$ cat src/rtl/hw_barrier_pkg.sv
// Shared register indices, config record and popcount helper for the hardware barrier array.
// Pure declarations: no latency, no flow control.
package hw_barrier_pkg;

   localparam logic [2:0] BARR_STATUS = 3'd0;
   localparam logic [2:0] BARR_PART   = 3'd1;
   localparam logic [2:0] BARR_TARGET = 3'd2;
   localparam logic [2:0] BARR_THRESH = 3'd3;
   localparam logic [2:0] BARR_GEN    = 3'd4;

   typedef struct packed {
      logic [31:0] part;
      logic [31:0] target;
      logic [5:0]  thresh;
   } barr_cfg_t;

   function automatic logic [5:0] popcount32(input logic [31:0] v);
      logic [5:0] n;
      n = '0;
      for (int i = 0; i < 32; i++) n = n + 6'(v[i]);
      return n;
   endfunction

endpackage

$ cat src/rtl/hw_barrier_slot.sv
// One barrier: arrival mask, config, generation counter; event registered 1 cycle after the completing trigger.
// No backpressure: triggers are always accepted, a same-cycle cfg write takes priority and drops them.
module hw_barrier_slot
   import hw_barrier_pkg::*;
#(
   parameter int NB_CORES = 8,
   parameter int GEN_W    = 8
) (
   input  logic                clk_i,
   input  logic                rst_ni,
   input  logic [NB_CORES-1:0] trig,
   input  logic                cfg_we,
   input  logic [2:0]          cfg_reg,
   input  logic [31:0]         cfg_wdata,
   output logic [NB_CORES-1:0] status,
   output barr_cfg_t           cfg,
   output logic [GEN_W-1:0]    gen,
   output logic [NB_CORES-1:0] evt,
   output logic                busy
);

   localparam logic [31:0] CORE_MASK = (NB_CORES >= 32) ? 32'hFFFF_FFFF
                                                        : ((32'd1 << NB_CORES) - 32'd1);

   logic [NB_CORES-1:0] part_m;
   logic [NB_CORES-1:0] target_m;
   logic [NB_CORES-1:0] arr;
   logic [NB_CORES-1:0] nxt;
   logic [5:0]          cnt;
   logic                hit;
   logic                full;
   logic                done;

   assign part_m   = cfg.part[NB_CORES-1:0];
   assign target_m = cfg.target[NB_CORES-1:0];
   assign arr      = trig & part_m;
   assign nxt      = status | arr;
   assign hit      = |arr;
   assign cnt      = popcount32(32'(nxt));
   assign full     = (part_m != '0) && (nxt == part_m);
   // Completion is only evaluated when a participant actually arrives.
   assign done     = hit && !cfg_we && ((cfg.thresh == 6'd0) ? full : (cnt >= cfg.thresh));
   assign busy     = |status;

   always_ff @(posedge clk_i) begin
      if (!rst_ni) begin
         status <= '0;
         cfg    <= '0;
         gen    <= '0;
         evt    <= '0;
      end else begin
         evt <= '0;
         if (cfg_we) begin
            case (cfg_reg)
               BARR_STATUS: status <= '0;
               BARR_PART: begin
                  cfg.part <= cfg_wdata & CORE_MASK;
                  status   <= '0;
               end
               BARR_TARGET: cfg.target <= cfg_wdata & CORE_MASK;
               BARR_THRESH: cfg.thresh <= cfg_wdata[5:0];
               default: ;
            endcase
         end else if (done) begin
            // Surplus arrivals in the completing cycle are absorbed here.
            status <= '0;
            gen    <= gen + 1'b1;
            evt    <= target_m;
         end else begin
            status <= nxt;
         end
      end
   end

endmodule

$ cat src/rtl/hw_barrier_array.sv
// NB_BARR hardware barriers with cfg decode, trigger/event transpose and registered cfg response.
// Grant is combinational (never stalls); response valid and read data 1 cycle after grant.
module hw_barrier_array
   import hw_barrier_pkg::*;
#(
   parameter int NB_CORES = 8,
   parameter int NB_BARR  = 8,
   parameter int GEN_W    = 8,
   parameter int ADDR_W   = 10
) (
   input  logic                              clk_i,
   input  logic                              rst_ni,
   input  logic [NB_CORES-1:0][NB_BARR-1:0]  trig_i,
   output logic [NB_CORES-1:0][NB_BARR-1:0]  barr_evt_o,
   output logic [NB_BARR-1:0]                barr_busy_o,
   input  logic                              cfg_req_i,
   input  logic                              cfg_wen_i,
   input  logic [ADDR_W-1:0]                 cfg_add_i,
   input  logic [31:0]                       cfg_wdata_i,
   output logic                              cfg_gnt_o,
   output logic                              cfg_r_valid_o,
   output logic [31:0]                       cfg_r_rdata_o
);

   localparam int IDX_W = ADDR_W - 5;

   logic [IDX_W-1:0]    barr_idx;
   logic [2:0]          reg_idx;
   logic                in_range;
   logic [31:0]         rd_dat;
   logic                unused_addr;

   logic [NB_CORES-1:0] trig_t   [NB_BARR];
   logic [NB_CORES-1:0] evt_t    [NB_BARR];
   logic [NB_CORES-1:0] status_a [NB_BARR];
   barr_cfg_t           cfg_a    [NB_BARR];
   logic [GEN_W-1:0]    gen_a    [NB_BARR];
   logic [NB_BARR-1:0]  slot_we;

   assign barr_idx    = cfg_add_i[ADDR_W-1:5];
   assign reg_idx     = cfg_add_i[4:2];
   assign in_range    = (32'(barr_idx) < 32'(NB_BARR));
   assign unused_addr = ^cfg_add_i[1:0];
   assign cfg_gnt_o   = cfg_req_i;

   always_comb begin
      for (int b = 0; b < NB_BARR; b++)
         for (int c = 0; c < NB_CORES; c++)
            trig_t[b][c] = trig_i[c][b];
   end

   always_comb begin
      for (int c = 0; c < NB_CORES; c++)
         for (int b = 0; b < NB_BARR; b++)
            barr_evt_o[c][b] = evt_t[b][c];
   end

   for (genvar b = 0; b < NB_BARR; b++) begin : g_slot
      assign slot_we[b] = cfg_req_i && !cfg_wen_i && in_range && (32'(barr_idx) == 32'(b));

      hw_barrier_slot #(
         .NB_CORES (NB_CORES),
         .GEN_W    (GEN_W)
      ) u_slot (
         .clk_i     (clk_i),
         .rst_ni    (rst_ni),
         .trig      (trig_t[b]),
         .cfg_we    (slot_we[b]),
         .cfg_reg   (reg_idx),
         .cfg_wdata (cfg_wdata_i),
         .status    (status_a[b]),
         .cfg       (cfg_a[b]),
         .gen       (gen_a[b]),
         .evt       (evt_t[b]),
         .busy      (barr_busy_o[b])
      );
   end

   always_comb begin
      rd_dat = '0;
      for (int b = 0; b < NB_BARR; b++) begin
         if (in_range && (32'(barr_idx) == 32'(b))) begin
            case (reg_idx)
               BARR_STATUS: rd_dat = 32'(status_a[b]);
               BARR_PART:   rd_dat = cfg_a[b].part;
               BARR_TARGET: rd_dat = cfg_a[b].target;
               BARR_THRESH: rd_dat = 32'(cfg_a[b].thresh);
               BARR_GEN:    rd_dat = 32'(gen_a[b]);
               default:     rd_dat = '0;
            endcase
         end
      end
   end

   always_ff @(posedge clk_i) begin
      if (!rst_ni) begin
         cfg_r_valid_o <= 1'b0;
         cfg_r_rdata_o <= '0;
      end else begin
         cfg_r_valid_o <= cfg_req_i;
         cfg_r_rdata_o <= (cfg_req_i && cfg_wen_i) ? rd_dat : '0;
      end
   end

endmodule

$ cat config.mk
export PLATFORM = sky130hd
export DESIGN_NAME = hw_barrier_array
export DESIGN_NICKNAME = d
export VERILOG_FILES = /design/src/rtl/hw_barrier_pkg.sv /design/src/rtl/hw_barrier_slot.sv /design/src/rtl/hw_barrier_array.sv
export SDC_FILE = /design/constraint.sdc
export NUM_CORES = 1
export LEC_CHECK = 0
export CAP_MARGIN = 25
export CELL_PAD_IN_SITES_DETAIL_PLACEMENT = 0
export CELL_PAD_IN_SITES_GLOBAL_PLACEMENT = 2
export CORE_ASPECT_RATIO = 0.5
export CORE_MARGIN = 2
export CORE_UTILIZATION = 39
export CTS_CLUSTER_SIZE = 30
export DETAILED_ROUTE_END_ITERATION = 10
export DONT_BUFFER_PORTS = 1
export PLACE_DENSITY_LB_ADDON = 0.1
export SETUP_SLACK_MARGIN = 0.4
export SLEW_MARGIN = 40
export SYNTH_ARGS = -nofsm -noshare
export SYNTH_HDL_FRONTEND = slang
export SYNTH_SLANG_ARGS = --single-unit
$ cat constraint.sdc
create_clock -name clk_i -period 12.9 [get_ports clk_i]
set_input_delay 3.87 -clock clk_i [delete_from_list [all_inputs] [get_ports clk_i]]
set_output_delay 3.87 -clock clk_i [all_outputs]
set_load 0.005 [all_outputs]
* Yosys cells after proc, flatten, opt, wreduce, memory -nomap -nowiden
Cells that the tools add are included.
** Operators by class
- Multiply operators :: 0
- Add/sub/neg operators :: 64
- Bitwise operators :: 33
- Equal/unequal tests :: 27
- Reduce and logical (&&, ||, !) cells :: 128
- Shift-type cells :: 0
- Muxes and demuxes :: 41
- $lt $le $gt $ge :: 9
- Divide/modulo/power cells :: 0
** Operators by type and width (number)
- 8-bit case mux with 5 select lines :: 8
- 6-bit by 1-bit adder with 6-bit output :: 48
- 32-bit 2-to-1 mux :: 7
- 8-bit 2-to-1 mux :: 18
- 8-bit OR reduction :: 16
- 2-bit AND reduction :: 33
- 8-bit by 1-bit adder with 8-bit output, second input constant :: 8
- 8-bit AND :: 8
- 8-bit equality test :: 8
- 8-bit OR :: 8
- 8-bit nonzero test :: 8
- 6-bit >= comparator :: 8
- 6-bit zero test :: 8
- 1-bit logical AND :: 43
- 3-bit OR reduction :: 8
- 5-bit by 3-bit equality test with 1-bit output, second input constant :: 4
- 1-bit NOT :: 17
- 1-bit by 1-bit adder with 2-bit output :: 8
- 2-bit != test, second input constant :: 8
- 5-bit by 2-bit equality test with 1-bit output, second input constant :: 2
- 1-bit zero test :: 9
- 1-bit 2-to-1 mux :: 8
- 3-bit by 2-bit equality test with 1-bit output, second input constant :: 2
- 5-bit by 1-bit equality test with 1-bit output, second input constant :: 1
- 6 further kinds :: 6
** Word-level totals
- Input bits :: 110
- ROM bits :: 0
- Output and inout port bits :: 106
- Flip-flop bits (word level) :: 401
- Bits in writable memories :: 0
- Bits in latches :: 0
- Memories kept :: 0
- Logic and storage cells :: 352

* Longest topological paths before layout
- Word-level depth :: 14
- Gate-level depth with buffers :: 19
- Gate-level depth less buffers :: 18

* Modules after synthesis
Synthesis repeated with hierarchy kept, for this count alone.
** Unflattened totals
- Cells, all modules :: 3274
- Area, all modules :: 27278.7 µm²
** Modules (own cells, without submodules)
- hw_barrier_slot (g_slot[0].u_slot ...) :: cells each 293, area an instance 2593.7 µm², instances 7, seq. area each 920.9 µm²
- hw_barrier_array :: cells each 926, area an instance 6557.5 µm², instances 1, seq. area each 660.6 µm²
- hw_barrier_slot (g_slot[7].u_slot) :: cells each 297, area an instance 2565.0 µm², instances 1, seq. area each 920.9 µm²

* Worst setup path after synthesis
No wires, ideal clock.
- Path type :: input port to output port
- Start point :: in cfg_req_i
- End point :: out cfg_gnt_o
- Cell stages on the path :: 1
- Setup slack :: 5.049 ns
- Arrival :: 3.981 ns
- Cells stage by stage :: buf_4
** RTL lines
- start: declaration :: RTL line hw_barrier_array.sv:16 : input logic cfg_req_i,
- end: declaration :: RTL line hw_barrier_array.sv:20 : output logic cfg_gnt_o,
No word-level cell between the ends.

* Final worst setup path
- Start point :: in trig_i[4] (netlist name)
- End point :: reg g_slot[4].u_slot.status[1]
** Between the ends
- Cells in the longest elaborated chain, start to end :: 14
- Elaborated cells on any way between the ends :: 18
** RTL lines
- start: declaration :: RTL line hw_barrier_array.sv:13 : input logic [NB_CORES-1:0][NB_BARR-1:0] trig_i,
- 8-bit AND * :: RTL line hw_barrier_slot.sv:36 : assign arr = trig & part_m;
- 8-bit OR :: RTL line hw_barrier_slot.sv:37 : assign nxt = status | arr;
- 1-bit by 1-bit adder with 2-bit output :: RTL line hw_barrier_pkg.sv:20 : for (int i = 0; i < 32; i++) n = n + 6'(v[i]);
- 6-bit by 1-bit adder with 6-bit output (6 in series) :: RTL line hw_barrier_pkg.sv:20
- 6-bit >= comparator :: RTL line hw_barrier_slot.sv:42 : assign done = hit && !cfg_we && ((cfg.thresh == 6'd0) ? full : (cnt >= cfg.thresh));
- 1-bit 2-to-1 mux :: RTL line hw_barrier_slot.sv:42
- 1-bit logical AND * :: RTL line hw_barrier_slot.sv:42
- 8-bit 2-to-1 mux * :: RTL line hw_barrier_slot.sv:64 : end else if (done) begin
- 8-bit 2-to-1 mux * :: RTL line hw_barrier_slot.sv:53 : if (cfg_we) begin
- end signal: assignment :: RTL line hw_barrier_slot.sv:70 : status <= nxt;
- end: declaration :: RTL line hw_barrier_slot.sv:15 : output logic [NB_CORES-1:0] status,
Every way passes the cells marked *; elsewhere a longest branch is shown, timed or not.
A chain may end at the register's enable or synchronous reset.

==> impl_summary.log <==
[metrics] area share of the leading cell type in the synthesized netlist: 36.2%
[metrics] Area growth syn-to-layout: 8.44%
[metrics] footprint of the multi-input gates: 12100 um^2
[metrics] global-route usage over all layers: 27.6%
[metrics] flops & latches, synth: ~380
[metrics] worst path cell trace: nand2_1 > nand2b_1 > ha_1 > inv_1 > fa_1 > fa_1 > inv_1 > fa_1 > inv_1 > fa_1 > inv_1 > ha_1 > a21o_1 > a211oi_1 > o22a_1 > nor2_2 > or3_1 > o2bb2ai_1
[metrics] post-detailed-route wirelength per cell: about 24 um
[metrics] total buffers and inverters traversed by the critical path: 4
[metrics] areal power density over the cells: between 100 and 150 nW/um^2
[metrics] max reg flops: 176
[metrics] worst vdd rail ir drop: 0.0831 mV
[metrics] source of the worst register-to-register timing path: g_slot[6].u_slot.cfg[38]$_SDFFE_PN0P_
[metrics] unique cell type count in the Yosys netlist: 75
[metrics] count of standard-cell rows: 59
[metrics] clock latency on the worst-skew pair: 0.56 ns
[metrics] number of hold-repair buffers added at the cts stage: 0
[metrics] clock sink count: 377
[metrics] destination of the worst register-to-register timing path: g_slot[6].u_slot.status[4]$_SDFFE_PN0P_
[metrics] maximum operating frequency: 128 MHz
[metrics] RSZ-0062 raised after global routing: false
[metrics] family of cells with the greatest summed delay on the critical path: adder cells
[metrics] Least-Margin Pin Slew: 0.794 ns
[metrics] routability congestion estimate from global placement: 0.909
[metrics] Total Negative Setup Slacks: 0 ns
[metrics] largest net degree at the start of global routing: 135
[metrics] type of the most critical hold path: flip-flop to flip-flop
[metrics] Crit path required time: 13.39 ns
[metrics] number of cells on the worst hold path: 2
[metrics] final hold viol count: 0
[metrics] ratio of final minimum period to clock period: 60.6%
[metrics] number of filler instances in the final layout: 5341
[metrics] number of design-rule violations left by the first detailed-router iteration: slightly below 2000
[metrics] count of yosys warnings during synthesis: 0
[metrics] clock period minus worst slack: 7.81 ns
[metrics] worst hold slack across all endpoints: 0.468 ns
[metrics] Antenna diodes: 0
[metrics] number of nets at the end of the flow: 2731
[metrics] die boundary height: 167 um
[metrics] slowest stage cell, crit path: sky130_fd_sc_hd__or3_1
[metrics] final standard cell count with taps included and fillers excluded: 3256
[metrics] Gate Count Post-Synth: 2614
[metrics] Die W: 331 um
[metrics] TritonCTS clock tree: yes
[metrics] number of DRC violations after detailed routing: 0
[metrics] maximum fanout count along the critical path: 13
[metrics] worst path arrival time: 8.30 ns
[metrics] wire length of the first global-routing pass: 117 mm
[metrics] origin of the worst min-delay path: g_slot[3].u_slot.cfg[9]$_SDFFE_PN0P_
[metrics] sequential cell area in the final layout: 7550 um^2
[metrics] static power due to leakage: approximately 8.3 nW
[metrics] synthesized cell area: 20800 um^2
[metrics] Placed Cells: roughly 3200
[metrics] core area: 52400 um^2
[metrics] sequential area share after synthesis: 36.2%
[metrics] kind of launch point of the worst setup path: input pin
[metrics] IO buf count: 0
[metrics] Final Max Slew Viols: 0
[metrics] Post-CTS Setup Inserts: 0
[metrics] starting density of the core: 39.8%
[metrics] Max-cap violations: 0
[metrics] Remaining Overflow, GRT: 0
[metrics] via density per instance: 5.84
[metrics] # H-tree levels: 2
[metrics] register clock-pin slew on the reported worst setup and hold paths: about 0.060 ns
[metrics] via count of the first global-routing pass: 17771
[metrics] top_reg_cell synth: sky130_fd_sc_hd__dfxtp_1
[metrics] stage delay of the slowest cell on the critical path: around 0.50 ns
[metrics] Worst Clk Skew: about 0.028 ns
[metrics] Hold Path End: g_slot[3].u_slot.cfg[9]$_SDFFE_PN0P_
[metrics] share of synthesized flip-flops with an asynchronous set or reset: 0%
[metrics] initial antenna violation count: 1
[metrics] Setup Crit Path Kind: input pin to flip-flop
[metrics] number of nets with antenna violations after detailed routing: 0
[metrics] Initial DRT Pass Iterations: 5
[metrics] cell chosen for the clock root: sky130_fd_sc_hd__clkbuf_16
[metrics] final worst-path setup slack: around 5 ns
[metrics] number of synthesized flops with an enable pin: 0
[metrics] final count of negative-setup-slack endpoints: 0
[metrics] Resized Gates After CTS: 0
[metrics] share of final-layout standard cells stronger than drive strength 1: 5.87%
[metrics] post-synth top area cell: sky130_fd_sc_hd__dfxtp_1
[metrics] result of the run: completed
[metrics] worst r2r path cells: 18
[metrics] Rel. slew slack: about 47%
[metrics] total via count in the routed design: 19013
[metrics] summed area of non-filler cells in the final layout: 22600 um^2
[metrics] Post-Route WL: 77.9 mm
[metrics] I/O pin cnt: 216
[metrics] area post-placement: between 20000 and 25000 um^2
[metrics] endpoint kind of the worst setup timing path: flip-flop
[metrics] worst setup timing slack at the placement stage: 4.41 ns
[metrics] Die Area: roughly 55000 um^2
[metrics] Num CTS Buffers: 39
[metrics] Synth area leaders: sky130_fd_sc_hd__dfxtp_1 36%, sky130_fd_sc_hd__nand2_1 8.1%, sky130_fd_sc_hd__a21oi_1 7.1%
[metrics] Max clock buf depth: 3
[metrics] Worst R2R Setup Slack: a little under 8 ns
[metrics] mean area per synthesized cell: around 8.0 um^2
[metrics] detailed placement HPWL: 54.0 mm
worst reg2reg max path, cell delays in order (launching register included):
cell and delay [ns]:
sky130_fd_sc_hd__dfxtp_1 0.41, sky130_fd_sc_hd__a21oi_1 0.21, sky130_fd_sc_hd__inv_1 0.07, sky130_fd_sc_hd__ha_1 0.28
sky130_fd_sc_hd__inv_1 0.08, sky130_fd_sc_hd__fa_1 0.43, sky130_fd_sc_hd__fa_1 0.49, sky130_fd_sc_hd__inv_1 0.05
sky130_fd_sc_hd__fa_1 0.37, sky130_fd_sc_hd__inv_1 0.08, sky130_fd_sc_hd__fa_1 0.41, sky130_fd_sc_hd__inv_1 0.07
sky130_fd_sc_hd__ha_1 0.21, sky130_fd_sc_hd__a21o_1 0.16, sky130_fd_sc_hd__a211oi_1 0.26, sky130_fd_sc_hd__o22a_1 0.40
sky130_fd_sc_hd__nor2_2 0.21, sky130_fd_sc_hd__or3_1 0.50, sky130_fd_sc_hd__o21ai_0 0.19
area by class of cell:
class | count | share of cell area, %
Clock buffer | 51 | 5.06
Clock inverter | 20 | 1.23
Inverter | 135 | 2.27
Multi-Input combinational cell | 1957 | 53.7
Sequential cell | 377 | 33.4
Tap cell | 701 | 3.88
Timing Repair Buffer | 15 | 0.498
report_power, final:
part / switching, W / leakage, nW / internal, W
Clock: 0.000528 / 0.679 / 0.000750
Combinational: 0.0000501 / 4.63 / 0.0000168
Sequential: 0.000000681 / 3.03 / 0.00116
Total: 0.000579 / 8.34 / 0.00193
cells in the final DEF, fill, tap and decap left out, types with 12 or more instances in the layout:
master / netlist / routed
sky130_fd_sc_hd__nand3_1: 64 / 64
sky130_fd_sc_hd__nand2_1: 451 / 450
sky130_fd_sc_hd__o22ai_1: 35 / 35
sky130_fd_sc_hd__nor4_1: 36 / 36
sky130_fd_sc_hd__mux2_2: 19 / 19
sky130_fd_sc_hd__nor3b_1: 37 / 37
sky130_fd_sc_hd__clkbuf_16: 0 / 41
sky130_fd_sc_hd__mux2i_1: 98 / 98
sky130_fd_sc_hd__a221oi_1: 18 / 18
sky130_fd_sc_hd__and3_1: 87 / 87
sky130_fd_sc_hd__o21ai_0: 89 / 89
sky130_fd_sc_hd__conb_1: 1 / 24
sky130_fd_sc_hd__a22oi_1: 65 / 65
sky130_fd_sc_hd__nor3_1: 22 / 20
sky130_fd_sc_hd__nor2b_1: 45 / 42
sky130_fd_sc_hd__nand2b_1: 50 / 49
sky130_fd_sc_hd__buf_4: 34 / 15
sky130_fd_sc_hd__or3_1: 12 / 12
sky130_fd_sc_hd__inv_1: 134 / 134
sky130_fd_sc_hd__or4_1: 12 / 12
sky130_fd_sc_hd__nor2_1: 171 / 165
sky130_fd_sc_hd__fa_1: 32 / 32
sky130_fd_sc_hd__dfxtp_1: 377 / 377
sky130_fd_sc_hd__a21o_1: 21 / 21
sky130_fd_sc_hd__xnor2_1: 31 / 31
sky130_fd_sc_hd__a21oi_1: 295 / 294
sky130_fd_sc_hd__nand4_1: 18 / 18
sky130_fd_sc_hd__ha_1: 64 / 64
logic make-up (layout without fill, tap and decap cells):
family / count (synthesis) / after routing / synth area share [%]
xor+xnor: 32 / 32 / 1.34
simple gates: 1041 / 1041 / 23.9
other cells: 1 / 24 / 0.0180
buf+inv: 303 / 221 / 6.24
flops: 377 / 377 / 36.2
mux: 123 / 123 / 6.38
fa+ha+maj: 96 / 96 / 6.91
compound gates: 641 / 641 / 19.0
layer usage:
metal,share of wire [%],routed length (um),GRT usage [%],vias up
li1,-,-,-,8977
met1,50,38800,42.6,9339
met2,42,33000,40.6,614
met3,6.5,5060,4.50,83
met4,1.4,1070,4.39,0
met5,0,0,0,-
stage by stage:
step	total power [W]	util, %
2_1_floorplan	0.00126	-
3_3_place_gp	0.00126	40.3
3_5_place_dp	0.00126	40.4
4_1_cts	0.00253	43.1
5_1_grt	0.00258	43.1
6_report	0.00251	43.1
cells in the mapped netlist, types with 7 or more instances:
library cell                count
sky130_fd_sc_hd__a31oi_1       11
sky130_fd_sc_hd__a22o_1        11
sky130_fd_sc_hd__a21o_1        21
sky130_fd_sc_hd__xnor2_1       31
sky130_fd_sc_hd__mux2i_1       98
sky130_fd_sc_hd__and2_1         8
sky130_fd_sc_hd__or3b_2         7
sky130_fd_sc_hd__a2111oi_0      7
sky130_fd_sc_hd__inv_1        134
sky130_fd_sc_hd__nor2b_1       45
sky130_fd_sc_hd__and4_1         7
sky130_fd_sc_hd__a211oi_1      11
sky130_fd_sc_hd__o21ai_0       89
sky130_fd_sc_hd__clkbuf_1     101
sky130_fd_sc_hd__mux2_2        19
sky130_fd_sc_hd__a22oi_1       65
sky130_fd_sc_hd__o22ai_1       35
sky130_fd_sc_hd__buf_4         34
sky130_fd_sc_hd__nand2b_1      50
sky130_fd_sc_hd__nor2_1       171
sky130_fd_sc_hd__ha_1          64
sky130_fd_sc_hd__nor3_1        22
sky130_fd_sc_hd__fa_1          32
sky130_fd_sc_hd__or4_1         12
sky130_fd_sc_hd__nand4_1       18
sky130_fd_sc_hd__a21oi_1      295
sky130_fd_sc_hd__buf_1         14
sky130_fd_sc_hd__nor3b_1       37
sky130_fd_sc_hd__and3_1        87
sky130_fd_sc_hd__nor4_1        36
sky130_fd_sc_hd__dfxtp_1      377
sky130_fd_sc_hd__buf_2         17
sky130_fd_sc_hd__nand2_1      451
sky130_fd_sc_hd__nand3_1       64
sky130_fd_sc_hd__o31ai_1       10
sky130_fd_sc_hd__o2bb2ai_1      7
sky130_fd_sc_hd__a221oi_1      18
sky130_fd_sc_hd__or3_1         12
worst max-delay path by stage:
stage	cells after the start	endpoint	start
floorplan	1	cfg_gnt_o	cfg_req_i
global placement	18	g_slot[2].u_slot.gen[5]$_SDFFE_PN0P_	trig_i[2]
detailed placement	18	g_slot[4].u_slot.status[4]$_SDFFE_PN0P_	trig_i[4]
CTS	18	g_slot[4].u_slot.status[4]$_SDFFE_PN0P_	trig_i[4]
global route	18	g_slot[6].u_slot.status[0]$_SDFFE_PN0P_	trig_i[6]
finish	18	g_slot[4].u_slot.status[1]$_SDFFE_PN0P_	trig_i[4]
No activity file was read; power rests on OpenSTA's default activity.
